--- src/rtl/bin_to_gray_stepper.sv ---
// Walks a registered Gray-code output from the current position to a loaded binary
// target, one single-bit Gray step every STEP_DIV clocks.
module bin_to_gray_stepper #(
    parameter int WIDTH    = 4,
    parameter int STEP_DIV = 5
) (
    input  logic             reloj,
    input  logic             reset,
    input  logic [WIDTH-1:0] bin_in,
    input  logic             load,
    input  logic             wrap_en,
    output logic             ready,
    output logic [WIDTH-1:0] gray_out,
    output logic             gray_strobe,
    output logic             done
);

    localparam int               CNT_W    = (STEP_DIV > 1) ? $clog2(STEP_DIV) : 1;
    localparam logic [CNT_W-1:0] CNT_LAST = CNT_W'(STEP_DIV - 1);
    localparam logic [CNT_W-1:0] CNT_ONE  = CNT_W'(1);
    localparam logic [WIDTH-1:0] BIN_ONE  = WIDTH'(1);

    typedef enum logic [1:0] {
        IDLE = 2'd0,
        WAIT = 2'd1,
        DONE = 2'd2
    } state_t;

    state_t           state_q, state_d;
    logic [WIDTH-1:0] cur_bin_q, cur_bin_d;
    logic [WIDTH-1:0] tgt_q, tgt_d;
    logic             up_q, up_d;
    logic [CNT_W-1:0] div_cnt_q, div_cnt_d;
    logic [WIDTH-1:0] gray_q;
    logic             strobe_q, strobe_d;
    logic [WIDTH-1:0] step_bin;

    function automatic logic [WIDTH-1:0] to_gray(input logic [WIDTH-1:0] b);
        return b ^ (b >> 1);
    endfunction

    // Modular mode compares the up distance against its complement; a tie goes up.
    function automatic logic pick_up(input logic [WIDTH-1:0] cur,
                                     input logic [WIDTH-1:0] tgt,
                                     input logic             wrap);
        logic [WIDTH-1:0] up_dist;
        logic [WIDTH:0]   down_dist;
        if (!wrap) begin
            return tgt > cur;
        end
        up_dist   = tgt - cur;
        down_dist = {1'b1, {WIDTH{1'b0}}} - {1'b0, up_dist};
        return {1'b0, up_dist} <= down_dist;
    endfunction

    assign step_bin = up_q ? (cur_bin_q + BIN_ONE) : (cur_bin_q - BIN_ONE);

    always_comb begin
        state_d   = state_q;
        cur_bin_d = cur_bin_q;
        tgt_d     = tgt_q;
        up_d      = up_q;
        div_cnt_d = div_cnt_q;
        strobe_d  = 1'b0;
        case (state_q)
            IDLE: begin
                if (load) begin
                    tgt_d     = bin_in;
                    up_d      = pick_up(cur_bin_q, bin_in, wrap_en);
                    div_cnt_d = '0;
                    state_d   = (bin_in == cur_bin_q) ? DONE : WAIT;
                end
            end
            WAIT: begin
                if (div_cnt_q == CNT_LAST) begin
                    cur_bin_d = step_bin;
                    div_cnt_d = '0;
                    strobe_d  = 1'b1;
                    if (step_bin == tgt_q) begin
                        state_d = DONE;
                    end
                end else begin
                    div_cnt_d = div_cnt_q + CNT_ONE;
                end
            end
            DONE: begin
                state_d = IDLE;
            end
            default: begin
                state_d = IDLE;
            end
        endcase
    end

    always_ff @(posedge reloj or posedge reset) begin
        if (reset) begin
            state_q   <= IDLE;
            cur_bin_q <= '0;
            tgt_q     <= '0;
            up_q      <= 1'b0;
            div_cnt_q <= '0;
            gray_q    <= '0;
            strobe_q  <= 1'b0;
        end else begin
            state_q   <= state_d;
            cur_bin_q <= cur_bin_d;
            tgt_q     <= tgt_d;
            up_q      <= up_d;
            div_cnt_q <= div_cnt_d;
            gray_q    <= to_gray(cur_bin_d);
            strobe_q  <= strobe_d;
        end
    end

    assign ready       = (state_q == IDLE);
    assign done        = (state_q == DONE);
    assign gray_out    = gray_q;
    assign gray_strobe = strobe_q;

endmodule
--- config.mk ---
export PLATFORM = sky130hd
export DESIGN_NAME = bin_to_gray_stepper
export DESIGN_NICKNAME = d
export VERILOG_FILES = /design/src/rtl/bin_to_gray_stepper.sv
export SDC_FILE = /design/constraint.sdc
export NUM_CORES = 1
export LEC_CHECK = 0
export CORE_MARGIN = 4
export CORE_UTILIZATION = 58
export DETAILED_ROUTE_END_ITERATION = 12
export PLACE_DENSITY = 0.86
export SLEW_MARGIN = 40
export SYNTH_ARGS = -nofsm -noshare
export SYNTH_HDL_FRONTEND = slang
export SYNTH_SLANG_ARGS = --single-unit
export TNS_END_PERCENT = 5
--- constraint.sdc ---
create_clock -name reloj -period 8.1 [get_ports reloj]
set_clock_uncertainty 0.1 [all_clocks]
set_input_delay 1.62 -clock reloj [delete_from_list [all_inputs] [get_ports reloj]]
set_output_delay 1.62 -clock reloj [all_outputs]
set_load 0.03 [all_outputs]
==> results.yml, run 1 <==
status:
  outcome: "finished, final reports clean"
yosys:
  synth-seq-cells: 18
  syn_inst: 120
  synth_warnings: 0
  postSynthAreaPerCell_sq_um: 10.1
  ys_top_cells_by_count: "dfrtp_1, inv_1, nand2_1, ha_1, nor2_1"
  netlist_area_sq_mm: 0.00121
  synth-edff-count: 0
  synth_cell_type_count: 38
  yosysMostFrequentCell: "dfrtp_1"
  synthFlopType: "dfrtp_1"
  ys_seq_area_share_pct: 37.3
  synth.largest_area_cell: "dfrtp_1"
  async_flop_share_pct: 100
  synth_top_area_share_pct: 37.3
  synth_area_leaders: "dfrtp_1, ha_1, xor2_1, inv_1, xnor3_1"
  synth_nets: 139
clock_tree:
  clock_latency_ns: 0.29
  clk_pin_slew_ns: 0.10
  cts.sinks: 18
  cts_buffer_depth: 2
  cts_tree: "yes"
  cts-hold-fix-buffers: 0
  post_cts.repair.setup_buffers: 0
  cts_buffers: 3
  htree_levels: 1
  cts_resized: 0
  cts_root_buf: "clkbuf_4"
pwr:
  powerDensity_mw_per_mm2: 451
  p_leak_nw: 0.648
  p_total_uw: 629
  ir_drop_uv: 335
placement:
  post-dp-hpwl_microns: 1890
  port_buffers: 14
  placed_cells: 159
  place_area_sq_mm: 0.00137
  gp_congestion: 0.902
sta:
  max_freq_mhz: 240
  finalCriticalPeriod_ns: 4.16
  timing.final.crit_share_pct: 51.4
  drv_slew: 0
  setup_tns_ns: 0
  setup_violations: 0
  fin_hold_ws_ns: 0.413
  finalHoldViolations: 0
  relSlewSlack_pct: 55.9
  worst_pin_slew_ns: 0.661
  rsz0062_at_grt: "no"
floorplanning:
  io_pins: 15
  num_rows: 16
  die_x_microns: 53.7
  fp.dieH_microns: 53.7
  core_area_sq_mm: 0.00196
  initial_core_util_pct: 61.6
  dieArea_sq_mm: 0.00288
critical_path:
  endpoint_kind: "flop"
  critical_path_class: "input port to flop"
  start_kind: "input port"
  cp.required_ns: 8.17
  path_max_fanout: 6
  crit_arrival_ns: 4.23
drt:
  dr.pass1.iters: 4
  drt_iter0_drc: 18
  vias_per_cell: 5.56
  wl_per_cell_microns: 14.3
  drc_errors: 0
  routed_wl_microns: 2310
  ant_nets: 0
  vias: 901
global_route:
  antenna_found_initial: 0
  track_usage_pct: 18.5
  grt_pass1_wl_microns: 3880
  grt_max_degree: 19
  grt-ovfl-total: 0
  grt_pass1_vias: 960
layout:
  design_area_sq_mm: 0.00139
  drive_above_1_share_pct: 7.41
  area_growth_pct: 15.2
  fin_cells: 162
  final_nets: 156
  diodes: 0
flow_run:
  max_cap_viol_count: 0
worst_hold_path:
  hold_class: "flop to flop"
-- worst paths after layout --
check	from	depth (start not counted)	end	slack [ns]
min in group asynchronous	reset	2	div_cnt_q[0]	1.61
min reg2reg	tgt_q[1]	2	tgt_q[1]	0.41
max	bin_in[0]	10	up_q	3.94
max reg2reg	cur_bin_q[0]	8	up_q	5.27
min	tgt_q[1]	2	tgt_q[1]	0.41
max in group asynchronous	reset	2	gray_out[2]	5.86
-- kinds of logic (layout without fill, tap and decap cells) --
kind of cell / count (synthesis) / count (layout) / share of synthesized area (%)
AND/OR/NAND/NOR: 38 / 38 / 17.1
AO/OA/AOI/OAI: 22 / 22 / 13.6
flip-flops: 18 / 18 / 37.3
buffers and inverters: 15 / 30 / 5.07
XOR/XNOR: 13 / 13 / 11.7
adder cells (fa/ha/maj): 11 / 11 / 12.6
multiplexers: 3 / 3 / 2.69
-- stage by stage --
step,worst slack (ns),utilization [%]
2_1_floorplan,4.34,-
3_3_place_gp,3.82,69.8
3_5_place_dp,3.66,69.8
4_1_cts,3.97,71.0
5_1_grt,3.74,71.0
6_report,3.94,71.0
-- critical path, cell delays in order --
cell and delay (ns):
clkdlybuf4s50_1 0.46, inv_1 0.05, ha_1 0.21, fa_1 0.42
xor2_1 0.32, nand3_1 0.14, ha_1 0.36, or3b_1 0.40
a31oi_1 0.17, o31ai_1 0.09
-- registers in the layout, summed over array words and instances, names as in the netlist --
register	count
div_cnt_q	3
state_q	2
tgt_q	4
gray_strobe	1
up_q	1
gray_out	3
cur_bin_q	4
-- layer usage --
metal  GRT usage [%]  routed length, microns  vias to the layer above
li1                -                       -                      443
met2            34.1                    1210                       11
met5               0                       0                        -
met1            21.7                    1050                      445
met3            2.49                      35                        2
met4            6.38                      15                        0
-- where the power goes --
| group | internal, mW | switching (mW) | leakage, nW | total (mW) |
|---|---|---|---|---|
| sequential | 0.132 | 0.0407 | 0.220 | 0.173 |
| combinational | 0.195 | 0.217 | 0.415 | 0.412 |
| clock | 0.0173 | 0.0268 | 0.0138 | 0.0441 |
-- area by class of cell --
class / count / area [sq um]
timing repair buffer: 14 / 140
clock buffer: 3 / 22.5
fill: 158 / 569
tap: 27 / 33.8
inverter: 13 / 48.8
multi-input combinational: 87 / 697
sequential: 18 / 450
-- cell usage in the layout, fill, tap and decap left out, types with 2 or more instances in the layout --
master,synthesis,final
mux2_2,2,2
nor3b_1,3,3
and2_1,2,2
nand2_1,10,10
xor2_1,6,6
nand2b_1,3,3
ha_1,9,9
o21ai_0,6,6
nand4_1,3,3
fa_1,2,2
clkbuf_4,0,3
inv_1,13,13
a21o_1,2,2
nor2b_1,3,3
dfrtp_1,18,18
nand3_1,2,2
xnor2_1,5,5
o31ai_1,2,2
clkdlybuf4s50_1,0,14
xnor3_1,2,2
nor2_1,7,7
a21oi_1,2,2
Power figures use the tool's default switching activity.
==> inputs of run 2 (changes only) <==
--- a/config.mk
+++ b/config.mk
@@ -6,9 +6,9 @@
 export NUM_CORES = 1
 export LEC_CHECK = 0
 export CORE_MARGIN = 4
-export CORE_UTILIZATION = 58
+export CORE_UTILIZATION = 49
 export DETAILED_ROUTE_END_ITERATION = 12
-export PLACE_DENSITY = 0.86
+export PLACE_DENSITY = 0.78
 export SLEW_MARGIN = 40
 export SYNTH_ARGS = -nofsm -noshare
 export SYNTH_HDL_FRONTEND = slang
==> constraint.sdc (replaced) <==
create_clock -name reloj -period 3.7 [get_ports reloj]
set_clock_uncertainty 0.1 [all_clocks]
set_input_delay 0.74 -clock reloj [delete_from_list [all_inputs] [get_ports reloj]]
set_output_delay 0.74 -clock reloj [all_outputs]
set_load 0.03 [all_outputs]
==> run 2 against run 1 <==
Effect of this change: global-route usage fell by 4.3 points; via count is 2.2% lower; setup slack worse by 3.4 ns; combinational power grew 120%; cell count grew 0.62%; sequential power grew 120%; non-clock buffer count is the same; clock power increased by 120%; critical path type unchanged; highest routed layer unchanged.
==> results.yml, run 2 (synthesis results as in run 1) <==
clock_tree:
  htree_levels: 1
  cts_buffer_depth: 2
  cts.sinks: 18
  clk_pin_slew_ns: 0.09
  post_cts.repair.setup_buffers: 0
  cts_root_buf: "clkbuf_4"
  cts_resized: 0
  cts-hold-fix-buffers: 0
  cts_buffers: 3
  cts_tree: "yes"
  clock_latency_ns: 0.30
pwr:
  p_total_mw: 1.36
  pwr-share-clk_pct: 7.1
  p_leak_nw: 0.648
  p_int_uw: 753
  power.net_switching_uw: 609
  swShare_pct: 44.7
  seq_power_share_pct: 27.5
  ir_drop_uv: 596
  p_comb_share_pct: 65.3
  powerDensity_mw_per_mm2: 977
layout:
  largest_registers: "cur_bin_q x4, tgt_q x4"
  final_core_util_pct: 61.2
  fin_cells: 163
  layout_common_cells: "dfrtp_1, clkdlybuf4s50_1, inv_1"
  drive_above_1_share_pct: 7.41
  fillers: 196
  area_growth_pct: 15.3
  diodes: 0
  final_common_cell: "dfrtp_1"
  design_area_sq_mm: 0.00139
  final_nets: 156
sta:
  setup_tns_ns: 0
  setup_violations: 0
  rsz0062_at_grt: "no"
  max_freq_mhz: 314
  worst_pin_slew_ns: 0.666
  timing.final.crit_share_pct: 86.2
  drv_slew: 0
  relSlewSlack_pct: 55.6
  finalCriticalPeriod_ns: 3.19
  fin_hold_ws_ns: 0.423
  layout_setup_ws_ns: 0.512
  finalHoldViolations: 0
drt:
  vias: 881
  ant_nets: 0
  vias_per_cell: 5.40
  met2_length_microns: 1130
  routed_wl_microns: 2200
  drc_errors: 0
  wl_per_cell_microns: 13.5
  drt_iter0_drc: 15
  routed.top_layer: "met4"
  dr.pass1.iters: 4
  dr_wl_met3_microns: 52
  wl_met1_microns: 970
floorplanning:
  num_rows: 17
  die_x_microns: 57.7
  core_area_sq_mm: 0.00228
  io_pins: 15
  initial_core_util_pct: 53.1
  fp.dieH_microns: 57.7
  dieArea_sq_mm: 0.00333
global_route:
  antenna_found_initial: 0
  grt_max_degree: 19
  track_usage_pct: 14.2
  grt_pass1_vias: 838
  grt-ovfl-total: 0
  grt_pass1_wl_microns: 3590
critical_path:
  reg2regPathDepth: 10
  worstReg2RegStart: "cur_bin_q[1]"
  crit_arrival_ns: 3.27
  path_max_fanout: 6
  r2r_setup_slack_ns: 0.90
  crit_start: "bin_in[0]"
  start_kind: "input port"
  critical_path_class: "input port to flop"
  r2r_end: "up_q"
  endpoint_kind: "flop"
  cp.required_ns: 3.78
placement:
  place_area_sq_mm: 0.00137
  port_buffers: 14
  post-dp-hpwl_microns: 1840
  placed_cells: 160
  gp_congestion: 0.823
  dpl_worst_slack_ns: 0.203
worst_hold_path:
  holdPathStages: 2
  hold_class: "flop to flop"
  min_to: "tgt_q[1]"
  hold_start: "tgt_q[1]"
status:
  outcome: "finished, final reports clean"
flow_run:
  max_cap_viol_count: 0
## run 2: power groups by stage
stage               combinational (mW)  clock, mW  sequential, mW
floorplan                        0.683          0           0.391
CTS                              0.903     0.0983           0.377
global placement                 0.853          0           0.374
global route                     0.982      0.105           0.390
detailed placement               0.899          0           0.381
finish                           0.890     0.0970           0.375
## run 2: worst max-delay path by stage
| stage | slack, ns | depth (start not counted) | end |
|---|---|---|---|
| finish | 0.51 | 10 | up_q |
| global route | 0.36 | 10 | up_q |
| CTS | 0.51 | 10 | up_q |
| detailed placement | 0.20 | 10 | up_q |
| global placement | 0.29 | 10 | up_q |
| floorplan | 0.82 | 9 | up_q |
## run 2: layout make-up
type	count	area [sq um]	share of cell area, %
clock buffers	3	22.5	1.62
well taps	28	35.0	2.51
inverters	13	48.8	3.50
flip-flops and latches	18	450	32.3
repair buffers	14	140	10.1
multi-input cells	87	697	50.0
## run 2: critical path, cell delays in order
cell	delay [ns]
clkdlybuf4s50_1	0.45
inv_1	0.05
ha_1	0.22
fa_1	0.40
xor2_1	0.27
nand3_1	0.13
ha_1	0.36
or3b_1	0.40
a31oi_1	0.17
o31ai_1	0.09
## run 2: metal layers
layer  global-route usage (%)  vias up
met5                        0        -
met2                     25.8       12
met4                     6.95        0
li1                         -      447
met3                     1.34        5
met1                     16.5      417
==> inputs of run 3 (changes only) <==
--- a/config.mk
+++ b/config.mk
@@ -5,6 +5,7 @@
 export SDC_FILE = /design/constraint.sdc
 export NUM_CORES = 1
 export LEC_CHECK = 0
+export CAP_MARGIN = 40
 export CORE_MARGIN = 4
 export CORE_UTILIZATION = 49
 export DETAILED_ROUTE_END_ITERATION = 12
==> results of run 3 <==
Same layout as run 2: the final DEF is identical, and so are final timing and power.
